--- src/rtl/mux_rr_arbiter_pkg.sv ---
// mux_rr_arbiter_pkg: shared constants and FSM state encoding for the round-robin mux arbiter.
package mux_rr_arbiter_pkg;
    localparam int MUX_ARB_N = 8;
    localparam int MUX_ARB_SEL_W = 3;
    typedef enum logic {ST_IDLE = 1'b0, ST_BUSY = 1'b1} state_t;
endpackage

--- src/rtl/mux_rr_arbiter_mux.sv ---
// mux: 8-to-1 single-bit selector shared by the arbiter's requesters.
module mux (
    input  logic [7:0] data_input,
    input  logic [2:0] select_input,
    output logic       out
);
    assign out = data_input[select_input];
endmodule

--- src/rtl/mux_rr_arbiter.sv ---
// mux_rr_arbiter: round-robin owner of the shared mux; define MUX_ARB_LOCK_EN to lock grants against req drops.
module mux_rr_arbiter
    import mux_rr_arbiter_pkg::*;
#(
    parameter int HOLD_MAX = 4
) (
    input  logic                     clk,
    input  logic                     reset,
    input  logic [MUX_ARB_N-1:0]     req,
    input  logic [MUX_ARB_N-1:0]     data_input,
    input  logic                     done,
    output logic [MUX_ARB_N-1:0]     grant,
    output logic [MUX_ARB_SEL_W-1:0] select,
    output logic                     valid,
    output logic                     out
);
    state_t                   state;
    logic [MUX_ARB_SEL_W-1:0] ptr;
    logic [MUX_ARB_SEL_W-1:0] win;
    logic [MUX_ARB_SEL_W-1:0] idx;
    logic [3:0]               cnt;
    logic                     found;
    logic                     rel;
    logic                     mux_out;
    always_comb begin
        found = 1'b0;
        win = ptr;
        idx = ptr;
        for (int k = 0; k < MUX_ARB_N; k++) begin
            idx = ptr + 3'(k);
            if (!found && req[idx]) begin
                found = 1'b1;
                win = idx;
            end
        end
    end
`ifdef MUX_ARB_LOCK_EN
    assign rel = done || cnt == 4'(HOLD_MAX);
`else
    assign rel = done || cnt == 4'(HOLD_MAX) || !req[select];
`endif
    always_ff @(posedge clk) begin
        if (reset) begin
            state <= ST_IDLE;
            grant <= '0;
            select <= '0;
            valid <= 1'b0;
            ptr <= '0;
            cnt <= '0;
        end else if (state == ST_IDLE) begin
            if (found) begin
                grant <= MUX_ARB_N'(1) << win;
                select <= win;
                valid <= 1'b1;
                cnt <= 4'd1;
                state <= ST_BUSY;
            end
        end else if (rel) begin
            ptr <= select + 3'd1;
            grant <= '0;
            valid <= 1'b0;
            state <= ST_IDLE;
        end else begin
            cnt <= cnt + 4'd1;
        end
    end
    mux u_mux (
        .data_input  (data_input),
        .select_input(select),
        .out         (mux_out)
    );
    assign out = valid & mux_out;
endmodule

--- config.mk ---
export PLATFORM = sky130hd
export DESIGN_NAME = mux_rr_arbiter
export DESIGN_NICKNAME = d
export VERILOG_FILES = /design/src/rtl/mux_rr_arbiter_pkg.sv /design/src/rtl/mux_rr_arbiter_mux.sv /design/src/rtl/mux_rr_arbiter.sv
export SDC_FILE = /design/constraint.sdc
export NUM_CORES = 1
export LEC_CHECK = 0
export CORE_MARGIN = 2
export CORE_UTILIZATION = 48
export CTS_BUF_LIST = sky130_fd_sc_hd__clkbuf_4 sky130_fd_sc_hd__clkbuf_8 sky130_fd_sc_hd__clkbuf_16
export CTS_CLUSTER_SIZE = 8
export DETAILED_ROUTE_END_ITERATION = 16
export GPL_TIMING_DRIVEN = 0
export HOLD_SLACK_MARGIN = 0.15
export PLACE_DENSITY = 0.77
export SETUP_SLACK_MARGIN = 0.15
export SLEW_MARGIN = 25
export SYNTH_ARGS = -nofsm -noshare
export SYNTH_HDL_FRONTEND = slang
export SYNTH_SLANG_ARGS = --single-unit
--- constraint.sdc ---
create_clock -name clk -period 3.45 [get_ports clk]
set_input_delay 0.345 -clock clk [delete_from_list [all_inputs] [get_ports clk]]
set_output_delay 0.345 -clock clk [all_outputs]
set_load 0.01 [all_outputs]
==> key figures <==
Cells and area
  • Reg area: 402 sq um
  • Antenna cells: 0
  • Multi-input logic area: 1400 sq um
  • Layout Nets: 261
  • Area grow syn2layout: 32.1%
  • Filler cells: 281
  • Share of layout cells above drive strength 1: 22.9%

GRT
  • Vias in the first global route: 1661
  • GRT overflow: 0
  • First-pass GRT wire length: 7850 um
  • Initial antenna violation count: 0
  • Pin count of the biggest net entering global routing: 12
  • All-Layer GR Usage: 23.4%

Critical path
  • CP arrival: 3.33 ns
  • Reg2Reg Depth: 11
  • Critical path endpoint: grant[6]$_SDFFE_PP0P_
  • Critical path class: flop to flop
  • Worst R2R End: grant[6]$_SDFFE_PP0P_
  • Worst Setup End Kind: flop
  • Origin of the critical flop-to-flop path: ptr[1]$_SDFFE_PP0P_
  • Startpoint Class: flop
  • CP required: 3.61 ns
  • Worst-path fanout max: 10
  • Crit path launch: ptr[1]$_SDFFE_PP0P_
  • R2R setup slack: 0.27 ns

Drt
  • Number of DRC markers in iteration 0: 126
  • Via-to-Cell Ratio: 6.07
  • Drt first pass iters: 4
  • Via count: 1724
  • DRT antenna net count: 0
  • DR DRC count: 0
  • Routed wire length: 4710 um
  • Avg WL per Cell: 16.6 um

CTS
  • Reg clk slew, reported paths: 0.08 ns
  • Clk buf depth: 2
  • Clock Latency Late Sink: 0.26 ns
  • Clock Tree Root: clkbuf_8
  • Clock sink total: 20
  • Hold_buf cts: 0
  • H-Tree Depth: 1
  • CTS tree: yes
  • CTS buffer count: 3

Yosys
  • Cells after synthesis: 191
  • Top FF cell, synth: dfxtp_1
  • Top-area cell type share of the netlist area: 21.8%
  • Most numerous cell in the Yosys netlist: dfxtp_1
  • EDFF count, synth: 0
  • Ys Warns: 0
  • Largest area contributor in the netlist: dfxtp_1
  • Synth Register Bits: 20
  • Sequential element share of the synthesized area: 21.8%
  • Cell variety after synth: 48
  • Top cells by count, synth: dfxtp_1 (20), nor2_1 (16), mux4_2 (15)
  • Area contributors post-synth: dfxtp_1 (22%), mux4_2 (18%), mux2i_1 (7.6%)
  • Syn nets: 215
  • Post-synth ARST share: 0%
  • Post-Syn Area: 1830 sq um
  • Avg Inst Size Synth: 9.60 sq um

Placed design
  • Final HPWL DP: 3410 um
  • Buffers on Ports: 31
  • Post-Place Worst Slack: -0.211 ns
  • Gpl congestion: 0.910

STA
  • Fin. Hold Viols: 0
  • Fmax: 315 MHz
  • Final Cycle Share: 92.1%
  • Least-Margin Pin Slew: 0.657 ns
  • Clock skew: 0.00683 ns
  • Final worst slack: 0.274 ns
  • Post-route minimum period: 3.18 ns
  • Hold Slack: 0.468 ns
  • Final setup fails: 0
  • Slew HR: 55.9%
  • Slew Viols, Final: 0
  • Unrepaired setup endpoints after global routing: false

Pwr
  • Power per cell area: 457 nW/um^2
  • Leakage: 0.000868 uW
  • Peak supply drop: 0.236 mV

Floorplan
  • I/O pins: 32
  • Initial Util: 50.1%
  • Core Box Area: 3660 sq um
  • Die Wd: 65.8 um
  • Rows: 22
  • Die ar.: 4330 sq um
  • Die H: 65.8 um

Outcome
  • Status: complete, no violations

Min path
  • Worst Hold Class: flop to flop
  • Hold path startpoint: grant[0]$_SDFFE_PP0P_

Flow run
  • Max-cap violations: 0
## logic make-up after synthesis
kind of cell	synth area share, %
and+or+nand+nor	15.2
AOI/OAI and AO/OA	20.6
muxes	30.4
DFF	21.8
buffers and inverters	5.19
xor gates and xnor gates	3.34
adders and majority gates	3.41
## area by class of cell
cell class              instances  area share (%)
plain buffers                  10            3.46
clock buffers                   4            2.27
inverters                       9            1.50
multi-input cells             152            57.8
flip-flops and latches         20            16.6
well taps                      48            2.48
repair buffers                 41            15.9
## worst min-delay path by stage
stage | slack [ns] | cells past startpoint | endpoint
2_1_floorplan | 0.49 | 1 | cnt[0]$_SDFFE_PP0P_
3_3_place_gp | 0.45 | 1 | grant[2]$_SDFFE_PP0P_
3_5_place_dp | 0.46 | 1 | grant[2]$_SDFFE_PP0P_
4_1_cts | 0.47 | 1 | grant[2]$_SDFFE_PP0P_
5_1_grt | 0.50 | 1 | grant[0]$_SDFFE_PP0P_
6_report | 0.47 | 1 | grant[0]$_SDFFE_PP0P_
## routing by layer
| layer | track usage (%) | part of all wire, % | vias to the layer above |
|---|---|---|---|
| met3 | 3.41 | 5.1 | 12 |
| met2 | 39.5 | 51 | 59 |
| li1 | - | - | 836 |
| met4 | 7.03 | 2.2 | 0 |
| met5 | 0 | 0 | - |
| met1 | 31.0 | 41 | 817 |
## worst max-delay path: stages (launching register included)
cell,delay (ns)
dfxtp_1,0.42
buf_6,0.19
inv_2,0.07
ha_4,0.28
buf_8,0.13
mux4_2,0.56
mux2i_4,0.19
nand4_1,0.22
o31ai_4,0.37
nor3_1,0.09
mux2_4,0.30
a32o_1,0.26
## metrics by stage
| step | setup TNS [ns] | power [uW] | instance area, sq um | utilization, % | cells |
|---|---|---|---|---|---|
| final | 0 | 1110 | 2420 | 66.2 | 284 |
| after global routing | 0 | 1180 | 2420 | 66.2 | 284 |
| after CTS | 0 | 1070 | 2350 | 64.2 | 280 |
| after detailed placement | -1.15 | 838 | 2200 | 60.2 | 270 |
| after global placement | -1.23 | 833 | 2200 | 60.2 | 270 |
| after floorplan | 0 | 688 | 1830 | - | 191 |
## placed cells by master, fill, tap and decap left out, types with 3 or more instances in the layout
cell	count
buf_2	3
nand2_1	14
nor2b_1	3
a32o_1	8
clkdlybuf4s50_1	31
nor3_1	5
ha_1	4
nand2b_1	4
mux2_2	3
xor2_1	3
nor2_1	16
buf_4	10
nand4_1	3
nand3_1	3
xnor2_1	4
mux4_2	15
a21oi_1	7
clkbuf_8	4
clkbuf_1	3
o21ai_0	8
mux2i_1	12
dfxtp_1	19
inv_1	7
mux2i_4	3
## power breakdown
group / switching [uW] / total, uW / internal [uW]
clock: 78.3 / 180 / 102
combinational: 323 / 649 / 327
sequential: 21.9 / 278 / 256
## what timing repair did
item                       4_1_cts  5_1_grt
setup endpoints to repair       15       10
resized for setup                8       10
pin swaps                        3        2
setup buffers                    6        4
## sequential cells by signal (all words and copies together) (netlist names)
register,flops
cnt,4
grant,8
ptr,3
select,3
state,1
valid,1
Note: power is estimated with default switching activity, not from simulation.
